<file path="src/rtl/pipeline_control.sv">
// ============================================================================
// Module   : pipeline_control
// Purpose  : Carries ID control bundles through ID/EX, EX/MEM and MEM/WB,
//            stalls the front end on load-use and bubbles ID/EX on flush.
// Revision : 1.0 - initial release
// ============================================================================
`default_nettype none

module pipeline_control #(
  parameter int unsigned REG_ADDR_WIDTH    = 5,
  parameter int unsigned STALL_COUNT_WIDTH = 16
) (
  input  logic                         clk,
  input  logic                         rst,
  input  logic [1:0]                   idWriteBackControl,
  input  logic [2:0]                   idMemAccessControl,
  input  logic [3:0]                   idCalculationControl,
  input  logic [REG_ADDR_WIDTH-1:0]    idRs,
  input  logic [REG_ADDR_WIDTH-1:0]    idRt,
  input  logic [REG_ADDR_WIDTH-1:0]    idRd,
  input  logic                         branchTaken,
  output logic [1:0]                   exWriteBackControl,
  output logic [2:0]                   exMemAccessControl,
  output logic [3:0]                   exCalculationControl,
  output logic [REG_ADDR_WIDTH-1:0]    exDest,
  output logic [REG_ADDR_WIDTH-1:0]    exRt,
  output logic [1:0]                   memWriteBackControl,
  output logic [2:0]                   memMemAccessControl,
  output logic [REG_ADDR_WIDTH-1:0]    memDest,
  output logic [1:0]                   wbWriteBackControl,
  output logic [REG_ADDR_WIDTH-1:0]    wbDest,
  output logic                         pcWrite,
  output logic                         ifIdWrite,
  output logic                         ifIdFlush,
  output logic [STALL_COUNT_WIDTH-1:0] stallCount
);

  localparam logic [STALL_COUNT_WIDTH-1:0] c_one = {{(STALL_COUNT_WIDTH-1){1'b0}}, 1'b1};

  logic [1:0]                   r_ex_wb;
  logic [2:0]                   r_ex_mem;
  logic [3:0]                   r_ex_calc;
  logic [REG_ADDR_WIDTH-1:0]    r_ex_rt;
  logic [REG_ADDR_WIDTH-1:0]    r_ex_rd;
  logic [1:0]                   r_mem_wb;
  logic [2:0]                   r_mem_mem;
  logic [REG_ADDR_WIDTH-1:0]    r_mem_dest;
  logic [1:0]                   r_wb_wb;
  logic [REG_ADDR_WIDTH-1:0]    r_wb_dest;
  logic [STALL_COUNT_WIDTH-1:0] r_stall_cnt;

  logic                         w_load_use;
  logic                         w_stall;
  logic                         w_bubble;
  logic [REG_ADDR_WIDTH-1:0]    w_ex_dest;

  assign w_ex_dest  = r_ex_calc[3] ? r_ex_rd : r_ex_rt;
  assign w_load_use = r_ex_mem[1] && (r_ex_rt != '0) &&
                      ((r_ex_rt == idRs) || (r_ex_rt == idRt));
  // A taken branch discards the ID instruction, so its hazard is irrelevant.
  assign w_stall    = w_load_use && !branchTaken;
  assign w_bubble   = w_load_use || branchTaken;

  always_ff @(posedge clk or posedge rst) begin
    if (rst) begin
      r_ex_wb     <= '0;
      r_ex_mem    <= '0;
      r_ex_calc   <= '0;
      r_ex_rt     <= '0;
      r_ex_rd     <= '0;
      r_mem_wb    <= '0;
      r_mem_mem   <= '0;
      r_mem_dest  <= '0;
      r_wb_wb     <= '0;
      r_wb_dest   <= '0;
      r_stall_cnt <= '0;
    end else begin
      if (w_bubble) begin
        r_ex_wb   <= '0;
        r_ex_mem  <= '0;
        r_ex_calc <= '0;
        r_ex_rt   <= '0;
        r_ex_rd   <= '0;
      end else begin
        r_ex_wb   <= idWriteBackControl;
        r_ex_mem  <= idMemAccessControl;
        r_ex_calc <= idCalculationControl;
        r_ex_rt   <= idRt;
        r_ex_rd   <= idRd;
      end
      r_mem_wb   <= r_ex_wb;
      r_mem_mem  <= r_ex_mem;
      r_mem_dest <= w_ex_dest;
      r_wb_wb    <= r_mem_wb;
      r_wb_dest  <= r_mem_dest;
      if (w_stall && (r_stall_cnt != '1)) begin
        r_stall_cnt <= r_stall_cnt + c_one;
      end
    end
  end

  assign exWriteBackControl   = r_ex_wb;
  assign exMemAccessControl   = r_ex_mem;
  assign exCalculationControl = r_ex_calc;
  assign exDest               = w_ex_dest;
  assign exRt                 = r_ex_rt;
  assign memWriteBackControl  = r_mem_wb;
  assign memMemAccessControl  = r_mem_mem;
  assign memDest              = r_mem_dest;
  assign wbWriteBackControl   = r_wb_wb;
  assign wbDest               = r_wb_dest;
  assign pcWrite              = !w_stall;
  assign ifIdWrite            = !w_stall;
  assign ifIdFlush            = branchTaken;
  assign stallCount           = r_stall_cnt;

endmodule

`default_nettype wire

</file>
<file path="config.mk">
export PLATFORM = sky130hd
export DESIGN_NAME = pipeline_control
export DESIGN_NICKNAME = d
export VERILOG_FILES = /design/src/rtl/pipeline_control.sv
export SDC_FILE = /design/constraint.sdc
export NUM_CORES = 1
export LEC_CHECK = 0
export CORE_MARGIN = 10
export CORE_UTILIZATION = 38
export CTS_BUF_LIST = sky130_fd_sc_hd__clkbuf_4 sky130_fd_sc_hd__clkbuf_8 sky130_fd_sc_hd__clkbuf_16
export DETAILED_ROUTE_END_ITERATION = 7
export PLACE_DENSITY = 0.76
export RECOVER_POWER = 25
export SLEW_MARGIN = 25
export SYNTH_ARGS = -nofsm -noshare
export SYNTH_HDL_FRONTEND = slang
export SYNTH_SLANG_ARGS = --single-unit
</file>
<file path="constraint.sdc">
create_clock -name clk -period 1.8 [get_ports clk]
set_clock_uncertainty 0.2 [all_clocks]
set_input_delay 0.27 -clock clk [delete_from_list [all_inputs] [get_ports clk]]
set_output_delay 0.27 -clock clk [all_outputs]
set_load 0.02 [all_outputs]
</file>
# After elaboration in Yosys (flattened, before gate mapping)
# Cells that the tools add are included.
dict set report word_totals {
  in_bits 27
  output_inout_bits 55
  ff_bits 52
  elab_cells 30
}
dict set report classes {
  n_eq_ne 3
  n_addsub 1
  mux 6
  n_reduce_logical 9
}
# operator count
set ops {}
lappend ops {{adder 16 x 1 -> 16 bit (second input constant)} 1}
lappend ops {{inequality test 16 bit (second input constant)} 1}
lappend ops {{two-way mux 5 bit} 3}
lappend ops {{equality test 5 bit} 2}
lappend ops {{nonzero test 5 bit} 1}
lappend ops {{logical AND 1 bit} 4}
lappend ops {{two-way mux 4 bit} 1}
lappend ops {{two-way mux 3 bit} 1}
lappend ops {{zero test 1 bit} 2}
lappend ops {{logical OR 1 bit} 2}
lappend ops {{two-way mux 2 bit} 1}

# Logic depth before layout (Yosys ltp)
dict set report depth {
  depth_word 5
  depth_mapped 8
  mapped_depth_nobuf 7
}

# Least setup slack after synthesis
# OpenSTA, ideal clock, no wires.
dict set report synth_path {
  kind {flip-flop to output port}
  start {register r_ex_rt[1] (netlist: exRt[1])}
  end {output pcWrite}
  path_stages_with_launch 5
  t_required_ns 1.330
  n_path_buf 1
  path_slack_ns -0.380
  arrival_time_ns 1.710
  cell_sequence {dfrtp_1 > or4_1 > o21ai_2 > or3_1 > buf_4}
}
dict set report synth_via {
  elab_chain_cells 5
  elab_cells_between_ends 8
  cone_classes {eq/ne (2); reduce/logical (6)}
}
# element line
set synth_lines {}
lappend synth_lines {{start, declared} 43} ;# logic [REG_ADDR_WIDTH-1:0] r_ex_rt;
lappend synth_lines {{start signal, assigned} 88} ;# r_ex_rt <= idRt;
lappend synth_lines {{equality test 5 bit / nonzero test 5 bit (equally long branches)} {59, 58}}
lappend synth_lines {{logical OR 1 bit / logical AND 1 bit (equally long branches)} {59, 58}}
lappend synth_lines {{logical AND 1 bit (*)} 58} ;# assign w_load_use = r_ex_mem[1] && (r_ex_rt != '0) &&
lappend synth_lines {{logical AND 1 bit (*)} 61} ;# assign w_stall = w_load_use && !branchTaken;
lappend synth_lines {{zero test 1 bit (*)} n/a}
lappend synth_lines {{end, declared} 32} ;# output logic pcWrite,
# Mark *: on every way between the ends. The rest lies on a longest branch, timed or not.

# Worst setup path after layout
dict set report layout_path {
  start {register r_ex_rt[1] (netlist: exRt[1])}
  end {output pcWrite}
}
dict set report layout_via {
  elab_chain_cells 5
  elab_cells_between_ends 8
  cone_classes {eq/ne (2); reduce/logical (6)}
}
# element line
set layout_lines {}
lappend layout_lines {{equality test 5 bit / nonzero test 5 bit (equally long branches)} {59, 58}}
lappend layout_lines {{logical OR 1 bit / logical AND 1 bit (equally long branches)} {59, 58}}
lappend layout_lines {{logical AND 1 bit (*)} 58}
lappend layout_lines {{logical AND 1 bit (*)} 61}
lappend layout_lines {{zero test 1 bit (*)} 112} ;# assign pcWrite = !w_stall;
# Marked as above.

==> run summary <==
cell family with most CP delay -> simple AND/OR/NAND/NOR gates
RSZ-0062 raised after global routing -> yes
worst hold path startpoint -> exWriteBackControl[0]
ant diodes -> 0
fin. max-slew vios -> 0
DR vias -> 1,601
slowest cell on the critical path -> dfrtp_2
Sink Count -> 52
Crit path top cell by count -> buf_6
most common cell in the synthesized netlist -> dfrtp_1
1st-iter DRT viols -> 16
sequential area share after synthesis -> 63.6%
P&R area growth vs syn -> 75.8%
critical-path cell list -> buf_6 > xor2_1 > nor2_1 > a22oi_2 > or3_4 > buf_6
CTS Hold Bufs -> 0
Gate Count Post-Synth -> 152
asr flop ratio synth -> 100%
met3 wire length -> 506 µm
crit path launch type -> register
failing checks -> negative setup slack
CTS H-tree lvls -> 2
CTS tree -> yes
WL final -> 5630 µm
DRC -> 0
Core Footprint -> 0.00517 mm²
Slew @ Worst Pin -> 0.704 ns
Critical Path Max Stage Delay -> 0.42 ns
library cells used by synthesis -> 26
CP arrival -> 1.75 ns
Reg clk slew, reported paths -> 0.10 ns
Worst Path Required -> 1.33 ns
Post-synth EDFFs -> 0
relative slew slack -> 53.0%
Hold Path Depth -> 0
Max-Cap Viols -> 0
1st-pass router iterations -> 2
Initial Utilization -> 39.5%
Placed Cells -> 334
Die Area -> 0.00871 mm²
vias in the first global route -> 1,796
top cell type's share of synthesized area -> 63.6%
final cell count without fillers -> 354
CP max FO -> 3
Peak VDD IR -> 0.416 mV
total global routing overflow -> 0
num rows -> 26
die height -> 93.4 µm
final core utilization -> 69.5%
first-pass GRT wire length -> 9000 µm
Yosys warnings -> 0
Synth area leader -> dfrtp_1
GPL Wtd Cong -> 0.753
Port-buffer cells -> 81
R2R setup slack -> -0.35 ns
Top FF cell, synth -> dfrtp_1
most instantiated cells after synthesis -> dfrtp_1, and2_1, xor2_1
RR Startpoint -> exRt[1]
metal2 WL -> 2870 µm
FF-to-FF path depth -> 10
clk_lat worst skew -> 0.31 ns
DR WL/cell -> 15.9 µm
Top Layer Used -> met4
Final TNS setup -> -10.22 ns
number of antenna violations at the first check in global routing -> 0
clock tree buffer depth -> 2
Mapped Area -> 0.00204 mm²
Min-Delay Path Class -> reg2reg
final hold vios -> 0
Seq cells post-synth -> 52
Synth Net Count -> 180
total power density per cell area -> 680 mW/mm²
Critical Path Sink Type -> output port
Hold EP -> memWriteBackControl[0]
vias per cell -> 4.52
leakage power -> 1.84 nW
f_max -> 0.450 GHz
share of post-route cells with drive strength above 1 -> 40.5%
M1 WL -> 2210 µm
outcome -> complete, but fails checks
critical path class -> reg2out
largest net degree at the start of global routing -> 53
top post-synthesis cells by area -> dfrtp_1, and2_1, xor2_1
pre-CTS setup slack -> -0.802 ns
TritonCTS Buffers -> 5
width of the die -> 93.4 µm
CTS root buffer -> clkbuf_8
Crit Reg-Reg Endpoint -> stallCount[5]
gr usage total -> 13.0%
Layout Nets -> 311
Tcrit/Tclk final -> 124%
Fill cells -> 396
Final Critical Period -> 2.22 ns
antenna-violating nets left -> 0
Final setup viols -> 40
HPWL Detailed -> 3930 µm
Top Ports -> 82
post-route setup slack -> -0.423 ns
Mapped Avg Cell Area -> 13.5 µm²
Crit path buffers/inverters -> 2
layout make-up:
| type | count | area [µm²] | share of cell area [%] |
|---|---|---|---|
| multi-input cells | 96 | 918 | 25.5 |
| inverters | 3 | 11.3 | 0.313 |
| repair buffers | 125 | 1170 | 32.6 |
| well taps | 70 | 87.6 | 2.44 |
| flip-flops and latches | 52 | 1310 | 36.5 |
| clock inverters | 3 | 22.5 | 0.627 |
| clock buffers | 5 | 68.8 | 1.91 |
worst max-delay path by stage:
stage,startpoint,endpoint,slack (ns),cells past startpoint
finish,exRt[1],pcWrite,-0.42,6
global route,exRt[4],pcWrite,-0.49,5
CTS,exRt[1],pcWrite,-0.50,6
detailed placement,idRt[4],pcWrite,-0.80,6
global placement,idRt[4],pcWrite,-0.79,6
floorplan,exRt[4],stallCount[13],-0.23,7
cell usage in the layout, fill, tap and decap left out, types with 4 or more instances in the layout:
cell type / Yosys / layout
dlygate4sd2_1: 0 / 20
xnor2_2: 0 / 5
dlymetal6s2s_1: 0 / 4
mux2_4: 0 / 6
buf_6: 2 / 20
nor2_1: 7 / 6
dfrtp_1: 52 / 43
clkdlybuf4s50_1: 0 / 45
dfrtp_2: 0 / 9
buf_4: 2 / 32
and2_1: 19 / 13
nand2_1: 8 / 4
clkbuf_8: 0 / 5
nand3_4: 0 / 4
xnor2_1: 12 / 7
and2_4: 0 / 6
xor2_1: 13 / 12
report_power, final:
group	internal (W)	leakage (nW)	switching, W
clock network	0.000279	0.0485	0.000400
logic	0.000264	1.12	0.000235
registers	0.00123	0.674	0.0000335
total	0.00178	1.84	0.000668
kinds of logic (layout without fill, tap and decap cells):
group / Yosys count / after routing / share of synthesized area [%]
multiplexers: 6 / 6 / 3.30
flip-flops: 52 / 52 / 63.6
adder cells (fa/ha/maj): 1 / 1 / 0.612
AND/OR/NAND/NOR: 59 / 62 / 18.3
AO/OA/AOI/OAI: 2 / 2 / 1.04
XOR/XNOR: 25 / 25 / 10.7
buffers and inverters: 7 / 136 / 2.39
worst register-to-register path, stage by stage (launching register included):
cell,delay (ns)
dfrtp_2,0.42
buf_6,0.13
xor2_1,0.15
nor2_1,0.14
a22oi_2,0.10
buf_4,0.15
nor4_4,0.27
buf_6,0.18
buf_6,0.12
nand2_2,0.06
xnor2_2,0.13
stage by stage:
step           total power, W  hold WS [ns]  area [µm²]
2_1_floorplan         0.00148         0.204        2080
3_3_place_gp          0.00175         0.156        3210
3_5_place_dp          0.00176         0.162        3210
4_1_cts               0.00246         0.124        3430
5_1_grt               0.00257         0.193        3590
6_report              0.00244         0.179        3590
flip-flops by register name, indices dropped and copies added, names as in the netlist:
register              flops
stallCount               16
exRt                      5
memDest                   5
r_ex_rd                   5
wbDest                    5
exCalculationControl      4
exMemAccessControl        3
memMemAccessControl       3
exWriteBackControl        2
memWriteBackControl       2
wbWriteBackControl        2
timing repair:
action                     in CTS  in global routing
resized for setup              93                 40
gates cloned                    3                  0
setup buffers                   6                  6
setup endpoints to repair      66                 49
pin swaps                      20                  7
metal layers:
metal  vias up  global-route usage (%)
met5         -                       0
li1        759                       -
met2        55                    21.3
met1       780                    15.0
met3         7                    5.84
met4         0                    3.47
Power figures use the tool's default switching activity.
==> RTL edit 1, RTL diff (config.mk and constraints unchanged) <==
Set the parameter `STALL_COUNT_WIDTH` to 18 (it was 16).
--- a/src/rtl/pipeline_control.sv
+++ b/src/rtl/pipeline_control.sv
@@ -8,7 +8,7 @@
 
 module pipeline_control #(
   parameter int unsigned REG_ADDR_WIDTH    = 5,
-  parameter int unsigned STALL_COUNT_WIDTH = 16
+  parameter int unsigned STALL_COUNT_WIDTH = 18
 ) (
   input  logic                         clk,
   input  logic                         rst,
Ports: changed (resized stallCount); port bits go from 82 to 84. The function was not compared with the original's and may differ.
==> RTL edit 1 against the original RTL <==
Non-clock buffer count up 14. Largest cell class unchanged. Cell count up 5.1%. Total power up 2.4%. Sequential cell count up 2. Routed wire length up 4.1%. Setup slack worse by 0.064 ns. The flow still finishes with violations (negative setup slack). Cell area up 3.1%. Maximum frequency down 2.8%. Area after synthesis up 3.5%. Sequential power up 3%. Synthesized cell count up 3.9%.
==> RTL edit 1: results (changes against the original RTL) <==
status: "complete, but fails checks"
violations: "negative setup slack"
synth_area_leaders: "dfrtp_1 (64%), xnor2_1 (6.2%), and2_1 (5.9%)"
p_leak_nw: 1.88  # +1.9%
min_to: "wbDest[2]"
grt_usage_pct: 12.9  # -0.10 points
setup_tns_ns: -11.38  # -1.17 ns
dr_total_vias: 1692  # +5.7%
routabilityCongestion: 0.785  # +4.3%
wl_met2_um: 3110  # +8.4%
synth_nets: 186  # +3.3%
wl_met3_um: 543  # +7.3%
rr_endpoint: "stallCount[17]"
synth.yosys.seq_area_share_pct: 63.8  # +0.18 points
largest_reg_flops: 18  # +2
ir_worst_vdd_mv: 0.420  # +1.1%
min_from: "memDest[2]"
wl_per_cell_um: 15.8  # -0.97%
grt_start_max_net_pins: 55  # +3.8%
worst_slew_pin_slew_ns: 0.710  # +0.00589 ns
setup_viol_count_final: 42  # +5.0%
nets: 327  # +5.1%
drive_gt1_share_pct: 38.0  # -2.5 points
dpl.hpwl_um: 4160  # +5.7%
ys_types: 29  # +12%
critPathArrivalTime_ns: 1.82  # +0.07 ns
fin_ws_ns: -0.488  # -0.0643 ns
-- RTL edit 1: worst max path at each step --
stage                    endpoint  slack, ns  depth (start not counted)
floorplan           stallCount[8]      -0.32                          7
CTS                       pcWrite      -0.52                          6
global route              pcWrite      -0.58                          6
global placement        ifIdWrite      -0.75                          6
detailed placement        pcWrite      -0.85                          6
finish                    pcWrite      -0.49                          6
-- RTL edit 1: power by group --
group | total [W] | internal [W] | switching, W
Sequential | 0.00131 | 0.00128 | 0.0000375
Combinational | 0.000500 | 0.000268 | 0.000232
Clock | 0.000689 | 0.000326 | 0.000362
-- RTL edit 1: worst register-to-register path: stages, from the launching register on --
cell and delay, ns:
dfrtp_2 0.43, buf_6 0.13, xor2_1 0.15, nor2_1 0.16, a22oi_2 0.11, buf_4 0.16
nor4_4 0.17, buf_4 0.18, buf_6 0.11, nand4_1 0.10, xnor2_1 0.16
-- RTL edit 1: area by class of cell --
class / count / area (um^2)
sequential: 54 / 1370
multi-input combinational: 98 / 845
tap: 72 / 90.1
timing repair buffer: 139 / 1310
fill: 425 / 1770
clock inverter: 1 / 5.00
clock buffer: 7 / 90.1
inverter: 1 / 3.75
-- RTL edit 1: cell families (layout without fill, tap and decap cells) --
family | Yosys count | count (layout) | share of synthesized area [%]
buffers and inverters | 6 | 148 | 1.83
xor gates and xnor gates | 26 | 26 | 10.8
DFF | 54 | 54 | 63.8
muxes | 6 | 6 | 3.19
and+or+nand+nor | 61 | 61 | 18.3
adders and majority gates | 1 | 1 | 0.591
AOI/OAI and AO/OA | 4 | 4 | 1.54
-- RTL edit 1: layer usage --
metal	up-vias	global-route usage, %
met5	-	0
met4	0	2.87
met3	4	6.42
met2	55	22.6
met1	819	13.6
li1	814	-
-- RTL edit 1: timing repair --
action                                  CTS  global route
setup buffers                             9             7
pin swaps                                22             9
gates resized for setup                 100            30
cloned                                    1             1
endpoints found under the setup margin   70            49
-- RTL edit 1: per-stage QoR --
stage / area [um^2] / setup slack [ns] / util, % / hold WS [ns] / instances
final: 3700 / -0.488 / 67.7 / 0.178 / 372
after global routing: 3700 / -0.575 / 67.7 / 0.190 / 372
after CTS: 3570 / -0.525 / 65.3 / 0.140 / 366
after detailed placement: 3340 / -0.845 / 61.0 / 0.159 / 349
after global placement: 3340 / -0.755 / 61.0 / 0.156 / 349
after floorplan: 2130 / -0.324 / - / 0.199 / 158
==> RTL edit 2, RTL diff (config.mk and constraints unchanged) <==
Made on the original files. Put one more register stage on the output `stallCount`. The value now appears one clock later. The other outputs are not delayed to match.
--- a/src/rtl/pipeline_control.sv
+++ b/src/rtl/pipeline_control.sv
@@ -112,7 +112,9 @@
   assign pcWrite              = !w_stall;
   assign ifIdWrite            = !w_stall;
   assign ifIdFlush            = branchTaken;
-  assign stallCount           = r_stall_cnt;
+  always_ff @(posedge clk) begin
+    stallCount <= r_stall_cnt;
+  end
 
 endmodule
 
Formal check against the unedited RTL: not equivalent (a bounded check fails within 4 cycles, from zero or initial values and one cycle with rst high).
==> RTL edit 2 against the original RTL <==
The run still ends with negative setup slack left. Total power grew 48%. Clock power rose by 120%. Non-clock buffer count up 2. Area after synthesis rose by 16%. Global-route usage decreased by 0.59 points. Setup slack worse by 0.055 ns. Cell area increased by 14%. Via count rose by 9.4%. Worst hold slack lost 0.0084 ns. Routed wire length grew 7.8%. Sequential share of layout area is 3.4 points higher. Sequential cell count increased by 16. First-iteration DRC count increased to 3.0 times the old value. Critical path type unchanged. Largest cell class unchanged.
==> RTL edit 2: results (changes against the original RTL) <==
crit_path_end: "ifIdWrite"
grt_start_max_net_pins: 53  # unchanged
ff2ff_setup_slack_ns: -0.43  # -0.08 ns
worstHoldPathType: "register to register"
ys_warn_count: 0  # unchanged
cp_slowest_cell: "dfrtp_2"
synth.yosys.seq_area_share_pct: 68.6  # +4.9 points
synth_area_leaders: "dfrtp_1 (55%), dfxtp_1 (14%), and2_1 (5.0%)"
setup_viol_count_final: 41  # +2.5%
dpl.hpwl_um: 4100  # +4.2%
synth_nets: 196  # +8.9%
wl_per_cell_um: 15.8  # -0.85%
hold_viol: 0  # unchanged
ys_top_cells_by_count: "dfrtp_1 (52), and2_1 (19), dfxtp_1 (16), xor2_1 (13), xnor2_1 (12)"
diodes: 0  # unchanged
fillers: 433  # +9.3%
startpoint: "exRt[4]"
grt_pass1_vias: 1987  # +11%
clockRootBuffer: "clkbuf_8"
power_switching_w: 0.000837  # +25%
ir_worst_vdd_mv: 0.564  # +36%
cpPeakStageDelay_ns: 0.43
reg_top3: "r_stall_cnt (16), stallCount (16)"
ys_types: 27  # +3.8%
async_flop_share_pct: 76.5  # -24 points
violations: "negative setup slack"
rr_endpoint: "r_stall_cnt[8]"
cts-htree-levels: 3  # +1
p_leak_nw: 2.11  # +14%
grt_usage_pct: 12.4  # -0.59 points
worstPathMaxFanout: 3  # unchanged
critPathArrivalTime_ns: 1.81  # +0.06 ns
status: "complete, but fails checks"
clkTransAtPathRegs_ns: 0.07  # -0.03 ns
nets: 333  # +7.1%
overflow: 0  # unchanged
setup_tns_ns: -10.78  # -0.567 ns
port_buffers: 81  # unchanged
grt_pass1_wl_um: 9670  # +7.4%
fin_ws_ns: -0.478  # -0.0547 ns
r2r_cells: 9  # -1
via_per_inst: 4.55  # +0.56%
drtIter0Drc: 48  # +32
drive_gt1_share_pct: 38.1  # -2.4 points
numCtsBuffers: 9  # +4
routabilityCongestion: 0.751  # -0.23%
clkLatencyLatePin_ns: 0.33  # +0.02 ns
worst_slew_pin_slew_ns: 0.699  # -0.00510 ns
cts_buffer_depth: 2  # unchanged
firstDrtPassIters: 4  # +2
ff_latch_area_mm2: 0.00163  # +24%
antenna_found_initial: 0  # unchanged
==> RTL edit 2: cell count changes in the layout (fill, tap and decap cells not counted), moves of 4 or more <==
cell | unedited run | this run
dfxtp_1 | 0 | 16
dlygate4sd2_1 | 20 | 10
dlymetal6s2s_1 | 4 | 13
clkbuf_8 | 5 | 9
==> RTL edit 2: metrics by stage <==
stage	total power, W	hold slack (ns)	worst slack [ns]	cell area [um^2]	cells
final	0.00361	0.170	-0.478	4080	385
after global routing	0.00378	0.183	-0.545	4080	385
after CTS	0.00366	0.0949	-0.500	3930	385
after detailed placement	0.00214	0.160	-0.836	3570	360
after global placement	0.00213	0.156	-0.804	3570	360
after floorplan	0.00186	0.179	-0.218	2390	168
==> RTL edit 2: cells by family (layout without fill, tap and decap cells) <==
group                    Yosys count  in the layout  synth area share [%]
AND/OR/NAND/NOR                   59             62                  15.8
buffers and inverters              7            146                  2.06
AO/OA/AOI/OAI                      2              2                 0.899
multiplexers                       6              6                  2.86
XOR/XNOR                          25             25                  9.26
adder cells (fa/ha/maj)            1              1                 0.529
flip-flops                        68             68                  68.6
==> RTL edit 2: layout make-up <==
cell class              instances  share of cell area, %
repair buffers                127                   29.7
well taps                      75                   2.30
clock inverters                 7                   2.82
multi-input cells              96                   21.9
clock buffers                   9                   3.03
flip-flops and latches         68                   39.9
inverters                       3                  0.276
==> RTL edit 2: worst min path at each step <==
stage               cells after the start                  start                     end  slack [ns]
finish                                  0             memDest[4]               wbDest[4]        0.17
global route                            0             memDest[4]               wbDest[4]        0.18
CTS                                     3                    rst              memDest[0]        0.09
detailed placement                      0             memDest[4]               wbDest[4]        0.16
global placement                        0  exMemAccessControl[0]  memMemAccessControl[0]        0.16
floorplan                               0        r_stall_cnt[14]          stallCount[14]        0.18
==> RTL edit 2: worst max-delay path, delay by kind of cell (launching register included) <==
family / cells / cell delay [ns]
AO/OA/AOI/OAI: 1 / 0.12
AND/OR/NAND/NOR: 2 / 0.58
flip-flops: 1 / 0.43
buffers and inverters: 1 / 0.17
XOR/XNOR: 1 / 0.16
==> RTL edit 2: timing repair <==
action | CTS | global route
setup buffers | 6 | 2
pin swaps | 4 | 14
resized for setup | 79 | 45
gates cloned | 4 | 0
endpoints found under the setup margin | 54 | 57
==> RTL edit 2: per-layer routing <==
metal	global-route usage, %	up-vias	part of all wire (%)
li1	-	822	-
met1	12.3	852	37
met2	20.8	70	51
met3	7.96	7	11
met4	3.75	0	1.1
met5	0	-	0
==> RTL edit 2: power groups by stage <==
stage	clock network (W)	logic (W)	registers [W]
5_1_grt	0.00160	0.000531	0.00165
3_3_place_gp	0	0.000465	0.00166
6_report	0.00148	0.000492	0.00164
3_5_place_dp	0	0.000469	0.00167
2_1_floorplan	0	0.000112	0.00175
4_1_cts	0.00152	0.000496	0.00164
